## src/rtl/cla64_arbiter.sv

```systemverilog
// Two-requester round-robin sequencer sharing one 64-bit carry-lookahead adder.
// Optional signed-overflow output: define CLA_ARB_OVF_EN to add resp_ovf.

// Three-level 4-bit-group carry-lookahead adder with group generate/propagate outputs.
module CLA_64bit (
  input  logic [63:0] a,
  input  logic [63:0] b,
  input  logic        cin,
  output logic [63:0] sum,
  output logic        cout,
  output logic        gg,
  output logic        gp
);

  function automatic logic [1:0] grp_gp(input logic [3:0] g, input logic [3:0] p);
    logic [1:0] r;
    r[1] = g[3] | (p[3] & g[2]) | (p[3] & p[2] & g[1]) | (p[3] & p[2] & p[1] & g[0]);
    r[0] = &p;
    return r;
  endfunction

  function automatic logic [3:0] grp_carry(input logic [3:0] g, input logic [3:0] p,
                                           input logic c0);
    logic [3:0] c;
    c[0] = c0;
    c[1] = g[0] | (p[0] & c0);
    c[2] = g[1] | (p[1] & g[0]) | (p[1] & p[0] & c0);
    c[3] = g[2] | (p[2] & g[1]) | (p[2] & p[1] & g[0]) | (p[2] & p[1] & p[0] & c0);
    return c;
  endfunction

  logic [63:0] bit_g, bit_p, bit_c;
  logic [15:0] l1_g, l1_p, l1_c;
  logic [3:0]  l2_g, l2_p, l2_c;

  always_comb begin
    // NOTE: every variable gets a default first so no path through this block infers a latch.
    bit_c = '0;
    l1_g  = '0;
    l1_p  = '0;
    l1_c  = '0;
    bit_g = a & b;
    bit_p = a ^ b;

    // Generate/propagate flow upward: bits -> 4-bit groups -> 16-bit blocks -> whole word.
    for (int j = 0; j < 16; j++) begin
      {l1_g[j], l1_p[j]} = grp_gp(bit_g[4*j +: 4], bit_p[4*j +: 4]);
    end
    for (int k = 0; k < 4; k++) begin
      {l2_g[k], l2_p[k]} = grp_gp(l1_g[4*k +: 4], l1_p[4*k +: 4]);
    end
    {gg, gp} = grp_gp(l2_g, l2_p);

    // Carries flow back down from cin without any rippling between groups.
    l2_c = grp_carry(l2_g, l2_p, cin);
    for (int k = 0; k < 4; k++) begin
      l1_c[4*k +: 4] = grp_carry(l1_g[4*k +: 4], l1_p[4*k +: 4], l2_c[k]);
    end
    for (int j = 0; j < 16; j++) begin
      bit_c[4*j +: 4] = grp_carry(bit_g[4*j +: 4], bit_p[4*j +: 4], l1_c[j]);
    end

    sum  = bit_p ^ bit_c;
    cout = gg | (gp & cin);
  end

endmodule

module cla64_arbiter #(
  parameter int MAX_BEATS = 4
) (
  input  logic        clk,
  input  logic        rst,
  input  logic [1:0]  req_valid,
  output logic [1:0]  req_ready,
  input  logic [63:0] req_a0,
  input  logic [63:0] req_b0,
  input  logic [63:0] req_a1,
  input  logic [63:0] req_b1,
  input  logic [1:0]  req_sub,
  input  logic [1:0]  req_last,
  output logic        resp_valid,
  output logic        resp_id,
  output logic [63:0] resp_sum,
  output logic        resp_cout,
  output logic        resp_err
`ifdef CLA_ARB_OVF_EN
  ,
  output logic        resp_ovf
`endif
);

  localparam int CW = $clog2(MAX_BEATS + 1);

  typedef enum logic [1:0] {
    IDLE  = 2'd0,
    LOCK0 = 2'd1,
    LOCK1 = 2'd2
  } state_t;

  state_t      state;
  logic        rr_last;
  logic        sub_q;
  logic        carry_q;
  logic [CW-1:0] beat_cnt;

  logic [1:0]  accept;
  logic        acc_any;
  logic        acc_id;
  logic        first_beat;
  logic        op_sub;
  logic        op_last;
  logic        op_cin;
  logic [63:0] op_a;
  logic [63:0] op_b;
  logic [63:0] op_b_eff;
  logic [CW-1:0] cnt_next;
  logic        abort;

  logic [63:0] add_sum;
  logic        add_cout;
  logic        add_gg;
  logic        add_gp;

  // Grant depends only on state, rr_last and valid; operands never reach req_ready.
  always_comb begin
    req_ready = 2'b00;
    if (!rst) begin
      case (state)
        IDLE: begin
          case (req_valid)
            2'b01:   req_ready = 2'b01;
            2'b10:   req_ready = 2'b10;
            2'b11:   req_ready = rr_last ? 2'b01 : 2'b10;
            default: req_ready = 2'b00;
          endcase
        end
        LOCK0:   req_ready = 2'b01;
        LOCK1:   req_ready = 2'b10;
        default: req_ready = 2'b00;
      endcase
    end
  end

  assign accept     = req_valid & req_ready;
  assign acc_any    = |accept;
  assign acc_id     = accept[1];
  assign first_beat = (state == IDLE);

  always_comb begin
    op_a     = acc_id ? req_a1 : req_a0;
    op_b     = acc_id ? req_b1 : req_b0;
    op_last  = req_last[acc_id];
    // The first beat of an operation takes its mode straight from the requester.
    op_sub   = first_beat ? req_sub[acc_id] : sub_q;
    op_cin   = first_beat ? op_sub : carry_q;
    op_b_eff = op_sub ? ~op_b : op_b;
    cnt_next = first_beat ? CW'(1) : beat_cnt + CW'(1);
    abort    = !op_last && (cnt_next == CW'(MAX_BEATS));
  end

  CLA_64bit u_cla (
    .a    (op_a),
    .b    (op_b_eff),
    .cin  (op_cin),
    .sum  (add_sum),
    .cout (add_cout),
    .gg   (add_gg),
    .gp   (add_gp)
  );

  always_ff @(posedge clk or posedge rst) begin
    if (rst) begin
      state      <= IDLE;
      rr_last    <= 1'b1;
      sub_q      <= 1'b0;
      carry_q    <= 1'b0;
      beat_cnt   <= '0;
      resp_valid <= 1'b0;
      resp_id    <= 1'b0;
      resp_sum   <= '0;
      resp_cout  <= 1'b0;
      resp_err   <= 1'b0;
    end else begin
      // NOTE: non-blocking assignments so every register updates from pre-edge values.
      resp_valid <= acc_any;
      if (acc_any) begin
        resp_id   <= acc_id;
        resp_sum  <= add_sum;
        resp_cout <= add_cout;
        resp_err  <= abort;
        carry_q   <= add_cout;
        beat_cnt  <= cnt_next;
        if (first_beat) begin
          sub_q   <= op_sub;
          rr_last <= acc_id;
          if (!op_last) begin
            state <= acc_id ? LOCK1 : LOCK0;
          end
        end else if (op_last || abort) begin
          state <= IDLE;
        end
      end
    end
  end

`ifdef CLA_ARB_OVF_EN
  // Signed overflow: operands agree in sign but the result does not.
  always_ff @(posedge clk or posedge rst) begin
    if (rst) begin
      resp_ovf <= 1'b0;
    end else if (acc_any) begin
      resp_ovf <= (op_a[63] == op_b_eff[63]) && (add_sum[63] != op_a[63]);
    end
  end
`endif

endmodule

```

## config.mk

```make
export PLATFORM = sky130hd
export DESIGN_NAME = cla64_arbiter
export DESIGN_NICKNAME = d
export VERILOG_FILES = /design/src/rtl/cla64_arbiter.sv
export SDC_FILE = /design/constraint.sdc
export NUM_CORES = 1
export LEC_CHECK = 0
export CORE_ASPECT_RATIO = 0.8
export CORE_MARGIN = 5
export CORE_UTILIZATION = 30
export DETAILED_ROUTE_END_ITERATION = 8
export PLACE_DENSITY_LB_ADDON = 0.15
export SYNTH_ARGS = -nofsm -noshare
export SYNTH_HDL_FRONTEND = slang
export SYNTH_SLANG_ARGS = --single-unit
```

## constraint.sdc

```tcl
create_clock -name clk -period 5.5 [get_ports clk]
set_input_delay 0.55 -clock clk [delete_from_list [all_inputs] [get_ports clk]]
set_output_delay 0.55 -clock clk [all_outputs]
set_load 0.03 [all_outputs]
```

==> summary.md <==
| Metric | Value |
|---|---|
| # port buffers | `333` |
| Largest family of logic cells by synthesized area | `simple AND/OR/NAND/NOR gates` |
| Vias per std cell | `4.70` |
| Synthesized area per cell | `8.08 um2` |
| Dpl hpwl | `21100 um` |
| CTS Buf Count | `9` |
| Most frequent cells in the layout | `333 x clkdlybuf4s50_1, 226 x nand2_1, 84 x xnor2_1, 78 x mux2i_1, 74 x dfrtp_1` |
| Number of global-route vias before repair | `7475` |
| Clock share of power | `0.088` |
| P per Cell Area | `610 mW/mm2` |
| Final period util | `0.922` |
| Nets | `1610` |
| Drt drc | `0` |
| Yosys cell types | `56` |
| Iter 0 DRT Violations | `273` |
| Cts repair resizes | `0` |
| DP Area | `0.0114 mm2` |
| H-tree depth | `3` |
| Crit-path max FO | `28` |
| FF+latch count, synth | `75` |
| Max Cap Violations | `0` |
| RSZ-0062 raised after global routing | `false` |
| Mux cell area share after synthesis | `0.102` |
| Initial antenna violation count | `1` |
| Final hold violation count | `0` |
| Worst vdd ir | `233 uV` |
| Post-synth EDFFs | `0` |
| Overall Power | `0.00716 W` |
| Synth Area in Simple Gates | `0.178` |
| Die W | `188 um` |
| Worst-Margin Slew | `0.903 ns` |
| Global-route wire length before repair | `41000 um` |
| Switch share | `0.495` |
| GPL Wtd Cong | `0.821` |
| Cell Area, Synth | `0.00764 mm2` |
| Final wirelength | `25800 um` |
| Net Count, Synth | `1291` |
| Dpl cells | `1577` |
| Slew HR | `0.398` |
| Setup CP Type | `in -> reg` |
| Post-Synth Adder-Cell Area | `0.148` |
| Internal power | `0.00362 W` |
| Largest net degree at the start of global routing | `94` |
| Final setup viols | `0` |
| Status | `finished clean` |
| First-pass DRT Iterations | `4` |
| CTS Buffer Depth | `2` |
| Leakage power | `5.47 nW` |
| Largest cells by area after synthesis | `dfrtp_1 24%, nand2_1 11%, ha_1 11%` |
| Post-DR wirelength/cell | `16.2 um` |
| Layout cells sized above 1 | `0.0433` |
| Chip Height | `153 um` |
| All-Layer GR Usage | `0.176` |
| CTS tree | `yes` |
| Core Region | `0.0252 mm2` |
| Worst Path Required | `5.76 ns` |
| Final setup TNS | `0 ns` |
| Dominant cell type by area after synthesis | `dfrtp_1` |
| CTS clk-pin slew, worst paths | `0.07 ns` |
| Worst slack, placed | `0.106 ns` |
| ANT nets after route | `0` |
| Num rows | `52` |
| Fmax | `0.197 GHz` |
| Most common cell after layout, fill and taps aside | `clkdlybuf4s50_1` |
| GR Overflow Total | `0` |
| Fill count | `2485` |
| DR vias | `7499` |
| Cell area after layout | `0.0117 mm2` |
| Gate power share | `0.775` |
| FFs w/ async S/R, synth | `1.00` |
| Post-Syn Instances | `946` |
| Post-route insts no fill | `1595` |
| Synth top area share | `0.242` |
| Starting Density | `0.303` |
| Main synth FF type | `dfrtp_1` |
| Setup crit start kind | `input pin` |
| Final worst setup slack | `0.431 ns` |
| CP arrival | `5.33 ns` |
| Warnings from Yosys | `0` |
| Register share of total power | `0.138` |
| Net Sw Power | `0.00354 W` |
| Minimum clock period | `5.07 ns` |
| Synth Area in XOR/XNOR | `0.127` |
| CTS Hold Bufs | `0` |
| Clk sinks | `75` |
| Worst Skew | `0.00918 ns` |
| Compound-gate portion of the synthesized area | `0.154` |
| Worst-skew pair later-pin latency | `0.34 ns` |
| Sequential area share after synthesis | `0.246` |
| Slew Limit Fails | `0` |
| Post-CTS setup buffer count | `0` |
| Min-Delay Path Class | `reg -> reg` |
| Worst Setup End Kind | `flop` |
| Ports | `334` |
| Area grow syn2layout | `53.7%` |
| Die Footprint | `0.0288 mm2` |
| Clock Tree Root | `clkbuf_16` |
power groups by stage:
stage | Sequential, W | Clock (W) | Combinational (W)
CTS | 0.000990 | 0.000654 | 0.00562
global route | 0.00102 | 0.000678 | 0.00620
finish | 0.000987 | 0.000627 | 0.00555
detailed placement | 0.000993 | 0 | 0.00559
global placement | 0.000991 | 0 | 0.00557
floorplan | 0.00144 | 0 | 0.00353
critical path, stage by stage:
cell             delay, ns
clkdlybuf4s50_1       0.48
nand2_1               0.15
o211ai_1              0.28
buf_4                 0.17
buf_12                0.15
buf_12                0.22
mux2i_1               0.23
xnor2_1               0.09
ha_1                  0.36
a21oi_1               0.18
o21ai_0               0.19
a221oi_1              0.47
o31a_1                0.24
o31a_4                0.23
o21ai_4               0.10
a211oi_4              0.39
o21ai_2               0.11
a21oi_2               0.16
fa_1                  0.39
o21ai_0               0.15
per-stage QoR:
step           hold WS, ns   util
2_1_floorplan        0.454      -
6_report             0.471  0.466
3_3_place_gp         0.459  0.454
3_5_place_dp         0.462  0.454
5_1_grt              0.497  0.466
4_1_cts              0.479  0.466
registers in the layout (all words and copies together), names as in the netlist:
signal	count
sub_q	1
carry_q	1
rr_last	1
resp_id	1
resp_valid	1
resp_err	1
state	2
beat_cnt	3
resp_sum	64
metal layers:
metal / GRT usage / vias up / routed length [um]
met2: 0.271 / 183 / 11400
met1: 0.245 / 3431 / 12400
met4: 0.0350 / 0 / 317
met3: 0.0545 / 22 / 1690
li1: - / 3863 / -
met5: 0 / - / 0
cell families after synthesis:
| kind of cell | Yosys count |
|---|---|
| mux | 78 |
| compound gates | 191 |
| flops | 75 |
| xor+xnor | 111 |
| buf+inv | 87 |
| fa+ha+maj | 81 |
| simple gates | 323 |
synthesized netlist by cell type (all sizes together), types with 2 or more instances:
library cell,n
a211oi,3
a21o,13
a21oi,71
a221o,3
a221oi,2
and4,7
buf,10
clkbuf,35
dfrtp,74
fa,16
ha,65
inv,42
mux2i,78
nand2,226
nand2b,6
nand3,6
nand4,7
nor2,43
nor2b,5
nor3,11
nor3b,2
o21a,5
o21ai,66
o21bai,7
o22ai,2
o31a,3
o31ai,4
o41ai,2
or2,2
or3,3
xnor2,84
xor2,27
cell type report:
cell class	count	area, um2	share of cell area
Antenna cell	1	2.50	0.000213
Sequential cell	75	1880	0.160
Timing Repair Buffer	353	3530	0.301
Clock inverter	7	83.8	0.00714
Multi-Input combinational cell	784	5450	0.464
Tap cell	324	405	0.0345
Clock buffer	9	225	0.0192
Inverter	42	161	0.0137
path summary, 6_finish.rpt:
kind                         startpoint           end  slack [ns]  depth (start not counted)
max in group asynchronous           rst  resp_sum[32]        3.92                          3
setup reg to reg               state[1]  resp_sum[61]        0.55                         18
min in group asynchronous           rst       resp_id        0.72                          3
setup / recovery           req_valid[0]  resp_sum[60]        0.43                         20
hold reg to reg             resp_sum[0]   resp_sum[0]        0.47                          2
hold / removal              resp_sum[0]   resp_sum[0]        0.47                          2
Note: power is estimated with default switching activity, not from simulation.
